## src/rtl/pipeline_stall_ctrl_pkg.sv

```systemverilog
// pipeline_stall_ctrl_pkg: shared state encoding and NOP constant for the stall sequencer
package pipeline_stall_ctrl_pkg;
  typedef enum logic [1:0] {
    ST_RUN    = 2'd0,
    ST_DWAIT  = 2'd1,
    ST_DRAIN  = 2'd2,
    ST_HALTED = 2'd3
  } state_t;
  localparam logic [31:0] NOP_INSTR = 32'h0000_0013;
endpackage

```

## src/rtl/pipeline_stall_ctrl_sat_counter.sv

```systemverilog
// sat_counter: counter that sticks at all-ones, with synchronous clear
module sat_counter #(
  parameter int CNT_W = 32
) (
  input  logic             clk,
  input  logic             reset_n,
  input  logic             inc,
  input  logic             clr,
  output logic [CNT_W-1:0] cnt
);
  logic [CNT_W-1:0] r_cnt;
  always_ff @(posedge clk or negedge reset_n) begin
    if (!reset_n) r_cnt <= '0;
    else if (clr) r_cnt <= '0;
    else if (inc && !(&r_cnt)) r_cnt <= r_cnt + 1'b1;
  end
  assign cnt = r_cnt;
endmodule

```

## src/rtl/pipeline_stall_ctrl.sv

```systemverilog
// pipeline_stall_ctrl: merges hazard, mispredict, memory waits and halt drain into stage enables
module pipeline_stall_ctrl
  import pipeline_stall_ctrl_pkg::*;
#(
  parameter int CNT_W        = 32,
  parameter int DRAIN_CYCLES = 3
) (
  input  logic             clk,
  input  logic             reset_n,
  input  logic             is_hazard,
  input  logic             mispredict,
  input  logic             halt_req,
  input  logic             i_ready,
  input  logic             d_req,
  input  logic             d_ready,
  output logic             pc_write,
  output logic             if_id_write,
  output logic             if_id_flush,
  output logic             id_ex_write,
  output logic             id_ex_bubble,
  output logic             ex_mem_write,
  output logic             mem_wb_bubble,
  output logic             halted,
  output logic [CNT_W-1:0] stall_cnt,
  output logic [CNT_W-1:0] flush_cnt
);
  localparam int DW = $clog2(DRAIN_CYCLES + 1);
  localparam logic [DW-1:0] DRAIN_INIT = DW'(DRAIN_CYCLES);
  state_t        r_state, w_next;
  logic [DW-1:0] r_drain, w_drain_next;
  logic          w_dmiss, w_run, w_flush_inc, w_stall_inc;
  assign w_dmiss = d_req & ~d_ready;
  assign w_run   = (r_state == ST_RUN) || (r_state == ST_DWAIT);
  always_ff @(posedge clk or negedge reset_n) begin
    if (!reset_n) begin
      r_state <= ST_RUN;
      r_drain <= '0;
    end else begin
      r_state <= w_next;
      r_drain <= w_drain_next;
    end
  end
  always_comb begin
    pc_write      = 1'b0;
    if_id_write   = 1'b0;
    if_id_flush   = 1'b0;
    id_ex_write   = 1'b0;
    id_ex_bubble  = 1'b0;
    ex_mem_write  = 1'b0;
    mem_wb_bubble = 1'b0;
    w_flush_inc   = 1'b0;
    w_next        = r_state;
    w_drain_next  = r_drain;
    if (!reset_n) begin
      w_next = ST_RUN;
    end else if (r_state == ST_HALTED) begin
      w_next = ST_HALTED;
    end else if (w_dmiss) begin
      // Every stage holds; mispredict/halt stay visible and are taken once memory completes.
      mem_wb_bubble = 1'b1;
      w_next        = (r_state == ST_DRAIN) ? ST_DRAIN : ST_DWAIT;
    end else if (r_state == ST_DRAIN) begin
      if_id_write  = 1'b1;
      if_id_flush  = 1'b1;
      id_ex_write  = 1'b1;
      id_ex_bubble = 1'b1;
      ex_mem_write = 1'b1;
      w_drain_next = r_drain - 1'b1;
      w_next       = (r_drain == DW'(1)) ? ST_HALTED : ST_DRAIN;
    end else if (mispredict) begin
      pc_write     = 1'b1;
      if_id_write  = 1'b1;
      if_id_flush  = 1'b1;
      id_ex_write  = 1'b1;
      id_ex_bubble = 1'b1;
      ex_mem_write = 1'b1;
      w_flush_inc  = 1'b1;
      w_next       = ST_RUN;
    end else begin
      pc_write     = i_ready & ~is_hazard & ~halt_req;
      if_id_write  = ~is_hazard;
      if_id_flush  = ~i_ready | (~is_hazard & halt_req);
      id_ex_write  = 1'b1;
      id_ex_bubble = is_hazard;
      ex_mem_write = 1'b1;
      w_next       = (!is_hazard && halt_req) ? ST_DRAIN : ST_RUN;
      w_drain_next = (!is_hazard && halt_req) ? DRAIN_INIT : r_drain;
    end
  end
  assign halted      = (r_state == ST_HALTED);
  assign w_stall_inc = w_run & ~pc_write;
  sat_counter #(.CNT_W(CNT_W)) u_stall_cnt (
    .clk(clk), .reset_n(reset_n), .inc(w_stall_inc), .clr(1'b0), .cnt(stall_cnt)
  );
  sat_counter #(.CNT_W(CNT_W)) u_flush_cnt (
    .clk(clk), .reset_n(reset_n), .inc(w_flush_inc), .clr(1'b0), .cnt(flush_cnt)
  );
endmodule

```

## config.mk

```make
export PLATFORM = sky130hd
export DESIGN_NAME = pipeline_stall_ctrl
export DESIGN_NICKNAME = d
export VERILOG_FILES = /design/src/rtl/pipeline_stall_ctrl_pkg.sv /design/src/rtl/pipeline_stall_ctrl_sat_counter.sv /design/src/rtl/pipeline_stall_ctrl.sv
export SDC_FILE = /design/constraint.sdc
export NUM_CORES = 1
export LEC_CHECK = 0
export CAP_MARGIN = 40
export CORE_MARGIN = 2
export CORE_UTILIZATION = 60
export CTS_BUF_LIST = sky130_fd_sc_hd__clkbuf_8
export CTS_CLUSTER_SIZE = 16
export DETAILED_ROUTE_END_ITERATION = 10
export DONT_BUFFER_PORTS = 1
export PLACE_DENSITY = 0.74
export REMOVE_ABC_BUFFERS = 1
export SYNTH_ARGS = -nofsm -noshare
export SYNTH_HDL_FRONTEND = slang
export SYNTH_HIERARCHICAL = 1
export SYNTH_SLANG_ARGS = --single-unit
```

## constraint.sdc

```tcl
create_clock -name clk -period 4.3 [get_ports clk]
set_input_delay 1.29 -clock clk [delete_from_list [all_inputs] [get_ports clk]]
set_output_delay 1.29 -clock clk [all_outputs]
set_load 0.01 [all_outputs]
```

==> summary.md, run 1 <==
| Metric | Value |
|---|---|
| Status | `complete, no violations` |
| Crit Path Class | `primary input to flop` |
| Max_slew headroom | `40.1%` |
| All-Layer GR Usage | `24.7%` |
| Top Ports | `80` |
| GPL Wtd Cong | `0.810` |
| Family with the most delay on the worst path | `simple AND/OR/NAND/NOR gates` |
| Switching power | `0.306 mW` |
| Post-route clock skew | `0.00943 ns` |
| Iter 0 DRT Violations | `194` |
| Post-CTS sizing | `0` |
| Final setup vio count | `0` |
| Hold Vio Cnt, Final | `0` |
| Vias in the first global route | `3132` |
| Crit-path slowest cell | `nor3b_1` |
| Synth area leaders | `dfrtp_1, or4_1, a21oi_1` |
| Die ar. | `0.00746 mm^2` |
| Arrival time of the worst setup path | `3.43 ns` |
| Gr ovfl total | `0` |
| RSZ-0062 raised after global routing | `no` |
| Core outline area | `0.00668 mm^2` |
| Yosys warnings | `6` |
| Sequential Area | `0.00170 mm^2` |
| Sequential share of power | `50.4%` |
| Die Y | `86.4 um` |
| Peak per-stage delay on the critical path | `0.49 ns` |
| Area after DPL | `0.00411 mm^2` |
| Routed Antenna Nets | `0` |
| Post-detail-place hpwl | `5970 um` |
| Most frequent cells in the layout | `dfrtp_1, a21oi_1, nand2_1` |
| Layout cells sized above 1 | `9.40%` |
| Power Internal | `1.01 mW` |
| First-pass GRT wire length | `14900 um` |
| Seq cells post-synth | `68` |
| CTS max path bufs | `2` |
| Critical path buffer and inverter count | `1` |
| # fillers | `557` |
| Peak Freq | `317 MHz` |
| Post-Synthesis Cell Area | `0.00407 mm^2` |
| Root Buffer | `clkbuf_8` |
| Port bufs | `0` |
| Die X | `86.4 um` |
| Largest net degree at the start of global routing | `76` |
| Via count | `3356` |
| Leading area contributor after synthesis | `dfrtp_1` |
| # nets final | `442` |
| Async SR Flop Fraction | `100%` |
| CP Data Required Time | `4.58 ns` |
| TritonCTS clock tree | `done` |
| Switch share | `23.2%` |
| Max VDD drop | `159 uV` |
| Setup tns final | `0 ns` |
| Prevailing post-synth register cell | `dfrtp_1` |
| Antenna violations before repair | `0` |
| Mapped Cells | `423` |
| LEAKAGE | `1.81 nW` |
| Final Max Tran Viols | `0` |
| Nature of the critical path startpoint | `primary input` |
| Least-Margin Pin Slew | `0.895 ns` |
| Drt via density | `6.50` |
| Standard-cell row count | `30` |
| Crit share post-route | `73.3%` |
| Synth top area share | `41.8%` |
| Commonest non-fill, non-tap cell in the layout | `dfrtp_1` |
| CTS Hold Bufs | `0` |
| Sequential share of the synthesized area | `41.8%` |
| Total of max-cap violations | `0` |
| Tot Pwr | `1.32 mW` |
| # Post-CTS Setup Buffers | `0` |
| TritonCTS Buffers | `9` |
| Worst Path Max Fanout | `8` |
| Ant diodes | `0` |
| Area Growth Syn to Fin | `6.36%` |
| Crit path time final | `3.15 ns` |
| Initial Utilization | `60.9%` |
| DRC | `0` |
| Pwr/cell area | `305 mW/mm^2` |
| Hold Path Class | `flop to flop` |
| Routed WL per cell | `17.3 um` |
| Gate power share | `5.7%` |
| Number of H-tree levels | `3` |
| Clock share of power | `43.9%` |
| Synth unique cells | `48` |
| Multi-input gate area | `0.00223 mm^2` |
| Clk pin slew, worst setup/hold paths | `0.08 ns` |
| Avg Inst Size Synth | `9.62 um^2` |
| Final instance area | `0.00433 mm^2` |
| Clock sink total | `68` |
| Drt first pass iters | `4` |
| Post-synth EDFFs | `0` |
| Worst-path cell chain | `nand2b_4 -> nand2_1 -> nor3b_1 -> inv_1 -> nor4_4 -> nand4_2 -> or3_1 -> a21oi_1` |
| Crit end category | `flop` |
| Total wire length | `8950 um` |
| Clk Latency, worst-skew pair | `0.34 ns` |
## worst register-to-register path, stage by stage (launching register included)
cell     delay (ns)
dfrtp_1        0.45
ha_1           0.28
nand3_1        0.17
or2_1          0.31
o41ai_4        0.73
buf_4          0.38
nor4_1         0.11
mux2_4         0.31
## registers in the layout, indices dropped and copies added (netlist names)
name / flops
u_flush_cnt/cnt: 32
u_stall_cnt/cnt: 32
r_drain: 2
r_state: 2
## through the flow
step / hold WS [ns] / utilization (%) / cells / setup WS (ns)
5_1_grt: 0.616 / 64.8 / 516 / 0.986
6_report: 0.573 / 64.8 / 516 / 1.15
3_3_place_gp: 0.558 / 61.5 / 500 / 0.930
4_1_cts: 0.579 / 64.8 / 516 / 1.17
3_5_place_dp: 0.567 / 61.5 / 500 / 0.813
2_1_floorplan: 0.530 / - / 418 / 1.15
## final timing paths
check                                          startpoint                         endpoint  slack [ns]  cells past startpoint
min reg2reg                        r_drain[1]$_DFFE_PN0P_           r_drain[1]$_DFFE_PN0P_        0.57                      2
min                                r_drain[1]$_DFFE_PN0P_           r_drain[1]$_DFFE_PN0P_        0.57                      2
max in group asynchronous                         reset_n           r_drain[0]$_DFFE_PN0P_        3.55                      0
min in group asynchronous                         reset_n  u_stall_cnt/cnt[24]$_DFFE_PN0P_        0.64                      0
max reg2reg                u_stall_cnt/cnt[0]$_DFFE_PN0P_  u_stall_cnt/cnt[25]$_DFFE_PN0P_        1.44                      7
max                                               d_ready  u_flush_cnt/cnt[30]$_DFFE_PN0P_        1.15                      8
## area by class of cell
class	instances	area share, %
clock inverters	6	1.85
repair buffers	2	0.347
inverters	16	1.39
multi-input cells	334	51.6
well taps	80	2.31
clock buffers	10	3.18
flip-flops and latches	68	39.3
## Yosys cell counts (4+ instances only)
master	instances
nand3_1	17
nor4_1	6
and4_1	6
o41ai_1	4
nand4_4	6
nand2_1	34
xor2_1	12
nor2_1	29
clkbuf_1	8
o211ai_1	5
o21ai_1	8
nor2b_1	4
nor3_1	4
and3_1	13
or4_1	28
dfrtp_1	68
o21ai_0	11
and2_1	5
and4_4	4
o31ai_1	20
or3_1	16
a21oi_1	41
buf_6	6
xnor2_1	4
o2111ai_1	8
inv_1	16
## logic make-up after synthesis
group	after synthesis	synth area share, %
buffers and inverters	34	4.49
xor gates and xnor gates	16	3.44
AOI/OAI and AO/OA	105	17.2
DFF	68	41.8
and+or+nand+nor	192	30.8
muxes	4	1.23
other	1	0.0921
adders and majority gates	3	0.922
## power groups by stage
stage,Clock (mW),Combinational [mW],Sequential (mW)
2_1_floorplan,0,0.0575,0.674
3_3_place_gp,0,0.0683,0.677
3_5_place_dp,0,0.0719,0.677
4_1_cts,0.591,0.0713,0.665
5_1_grt,0.618,0.0868,0.666
6_report,0.579,0.0753,0.664
## metal layers
layer	GRT usage [%]	wire (um)
met2	37.6	4210
met3	6.57	522
met4	9.09	80
met5	0	0
met1	34.2	4140
No activity file was read; power rests on OpenSTA's default activity.
==> run 2, diff against run 1 <==
--- a/config.mk
+++ b/config.mk
@@ -12,7 +12,7 @@
 export CTS_CLUSTER_SIZE = 16
 export DETAILED_ROUTE_END_ITERATION = 10
 export DONT_BUFFER_PORTS = 1
-export PLACE_DENSITY = 0.74
+export PLACE_DENSITY = 0.77
 export REMOVE_ABC_BUFFERS = 1
 export SYNTH_ARGS = -nofsm -noshare
 export SYNTH_HDL_FRONTEND = slang
==> constraint.sdc (replaced) <==
create_clock -name clk -period 2.5 [get_ports clk]
set_input_delay 0.75 -clock clk [delete_from_list [all_inputs] [get_ports clk]]
set_output_delay 0.75 -clock clk [all_outputs]
set_load 0.01 [all_outputs]
==> run 2 against run 1 <==
Largest power group unchanged. Highest routed layer unchanged. Clock power up 65%. Largest cell class unchanged. Critical path type is now flop to flop. Clock-buffer cell count rose by 1. Critical path depth down 1. Non-clock buffer count rose by 33.
==> summary.md, run 2 (synthesized netlist as in run 1, its figures left out) <==
| Metric | Value |
|---|---|
| Total wire length | `9620 um (+7.5%)` |
| Critical path buffer and inverter count | `1 (unchanged)` |
| CTS Hold Bufs | `0 (unchanged)` |
| Met1 Use GR | `38.4% (+4.2 points)` |
| Most frequent cells in the layout | `dfrtp_1, a21oi_1, buf_4` |
| Die ar. | `0.00746 mm^2 (unchanged)` |
| Worst reg2reg startpoint | `u_flush_cnt/cnt[0]$_DFFE_PN0P_` |
| Standard-cell row count | `30 (unchanged)` |
| # Post-CTS Setup Buffers | `0 (unchanged)` |
| Final setup vio count | `0 (unchanged)` |
| CP Data Required Time | `2.76 ns (-1.82 ns)` |
| Multi-input gate area | `0.00223 mm^2 (unchanged)` |
| Family with the most delay on the worst path | `compound AO/OA/AOI/OAI gates` |
| RSZ-0062 raised after global routing | `no` |
| Worst-path cell chain | `ha_1 -> nand3_1 -> or2_1 -> o41ai_4 -> buf_4 -> o31ai_1 -> a21oi_1` |
| Max VDD drop | `311 uV (+96%)` |
| Post-route clock skew | `0.0124 ns (+0.00296 ns)` |
| GPL Wtd Cong | `0.878 (+8.4%)` |
| Layout cells sized above 1 | `16.2% (+6.8 points)` |
| Crit Path Class | `flop to flop` |
| Routed Antenna Nets | `0 (unchanged)` |
| Clk pin slew, worst setup/hold paths | `0.08 ns (about the same)` |
| Top Ports | `80 (unchanged)` |
| Max_slew headroom | `59.2% (+19 points)` |
| Gr ovfl total | `0 (unchanged)` |
| Met2 Track Usage GR | `41.4% (+3.8 points)` |
| Root Buffer | `clkbuf_8` |
| Crit path time final | `2.33 ns` |
| Clk Latency, worst-skew pair | `0.35 ns (about the same)` |
| Crit-path slowest cell | `o41ai_4` |
| Ant diodes | `0 (unchanged)` |
| Number of H-tree levels | `3 (unchanged)` |
| Commonest non-fill, non-tap cell in the layout | `dfrtp_1` |
| Post-CTS sizing | `0 (unchanged)` |
| Crit share post-route | `93.2%` |
| Setup tns final | `0 ns (unchanged)` |
| Antenna violations before repair | `0 (unchanged)` |
| Area Growth Syn to Fin | `12.3%` |
| Peak per-stage delay on the critical path | `0.52 ns (+0.03 ns)` |
| Worst Path Max Fanout | `11 (+3)` |
| Post-detail-place hpwl | `6700 um (+12%)` |
| Arrival time of the worst setup path | `2.59 ns (-0.84 ns)` |
| # fillers | `547 (-1.8%)` |
| TritonCTS Buffers | `9 (unchanged)` |
| Die Y | `86.4 um (unchanged)` |
| Crit end category | `flop` |
| Peak Freq | `429 MHz` |
| Iter 0 DRT Violations | `224 (+15%)` |
| Total of max-cap violations | `0 (unchanged)` |
| Sequential Area | `0.00170 mm^2 (unchanged)` |
| TritonCTS clock tree | `done` |
| Largest net degree at the start of global routing | `76 (unchanged)` |
| Worst R2R Setup Slack | `0.17 ns (-1.27 ns)` |
| Vias in the first global route | `3359 (+7.2%)` |
| # nets final | `475 (+7.5%)` |
| Status | `complete, no violations` |
| CTS max path bufs | `2 (unchanged)` |
| Initial Utilization | `60.9% (unchanged)` |
| Clock sink total | `68 (unchanged)` |
| GRT met3 Usage | `6.76% (+0.19 points)` |
| Core outline area | `0.00668 mm^2 (unchanged)` |
| Hold Path Class | `primary input to async pin` |
| Hold Vio Cnt, Final | `0 (unchanged)` |
| Port bufs | `0 (unchanged)` |
| Gr busiest metal | `met2` |
| Least-Margin Pin Slew | `0.609 ns (-0.286 ns)` |
| DRC | `0 (unchanged)` |
| First-pass GRT wire length | `16400 um (+9.7%)` |
| Nature of the critical path startpoint | `flop` |
| Drt via density | `6.38 (-1.9%)` |
| Reg2Reg Capture Point | `u_flush_cnt/cnt[6]$_DFFE_PN0P_` |
| FF-to-FF path depth | `7 (unchanged)` |
| Pwr/cell area | `493 mW/mm^2 (+62%)` |
| Final Max Tran Viols | `0 (unchanged)` |
| Routed WL per cell | `17.5 um (+1.0%)` |
| LEAKAGE | `1.96 nW (+8.3%)` |
| Die X | `86.4 um (unchanged)` |
| Util after Layout | `68.4% (+3.6 points)` |
| Via count | `3502 (+4.4%)` |
| Drt first pass iters | `5 (+1)` |
| All-Layer GR Usage | `27.1% (+2.4 points)` |
run 2: routing by layer:
layer	share of wire, %	wire [um]
met4	1.2	112
met5	0	0
met2	47	4560
met3	5.8	559
met1	46	4390
run 2: worst max path at each step:
stage	cells after the start	to	slack (ns)	from
global route	8	u_stall_cnt/cnt[5]$_DFFE_PN0P_	0.02	u_stall_cnt/cnt[0]$_DFFE_PN0P_
detailed placement	9	u_flush_cnt/cnt[30]$_DFFE_PN0P_	-0.05	d_ready
global placement	9	u_flush_cnt/cnt[30]$_DFFE_PN0P_	0.04	d_ready
floorplan	6	u_flush_cnt/cnt[25]$_DFFE_PN0P_	-0.13	u_flush_cnt/cnt[0]$_DFFE_PN0P_
finish	7	u_flush_cnt/cnt[6]$_DFFE_PN0P_	0.17	u_flush_cnt/cnt[0]$_DFFE_PN0P_
CTS	6	u_stall_cnt/cnt[21]$_DFFE_PN0P_	0.22	u_stall_cnt/cnt[4]$_DFFE_PN0P_
run 2: cell type report:
class	count	share of cell area, %
Sequential cell	68	37.2
Inverter	16	1.31
Multi-Input combinational cell	334	48.9
Clock inverter	5	1.29
Tap cell	80	2.19
Clock buffer	11	3.31
Timing Repair Buffer	35	5.75
run 2: stage by stage:
step / total power, mW / cell area (um^2) / instances / hold WS (ns) / setup WS, ns
6_report: 2.25 / 4570 / 549 / 0.0880 / 0.170
5_1_grt: 2.35 / 4570 / 549 / 0.0662 / 0.0248
4_1_cts: 2.27 / 4560 / 548 / 0.0736 / 0.218
3_5_place_dp: 1.31 / 4350 / 532 / 0.456 / -0.0527
3_3_place_gp: 1.30 / 4350 / 532 / 0.456 / 0.0351
2_1_floorplan: 1.26 / 4000 / 418 / 0.454 / -0.132
run 2: where the power goes:
group | internal (mW) | leakage (nW) | switching, mW | total (mW)
clock network | 0.517 | 0.102 | 0.439 | 0.956
logic | 0.0602 | 0.916 | 0.0939 | 0.154
registers | 1.12 | 0.939 | 0.0254 | 1.14
total | 1.70 | 1.96 | 0.558 | 2.25
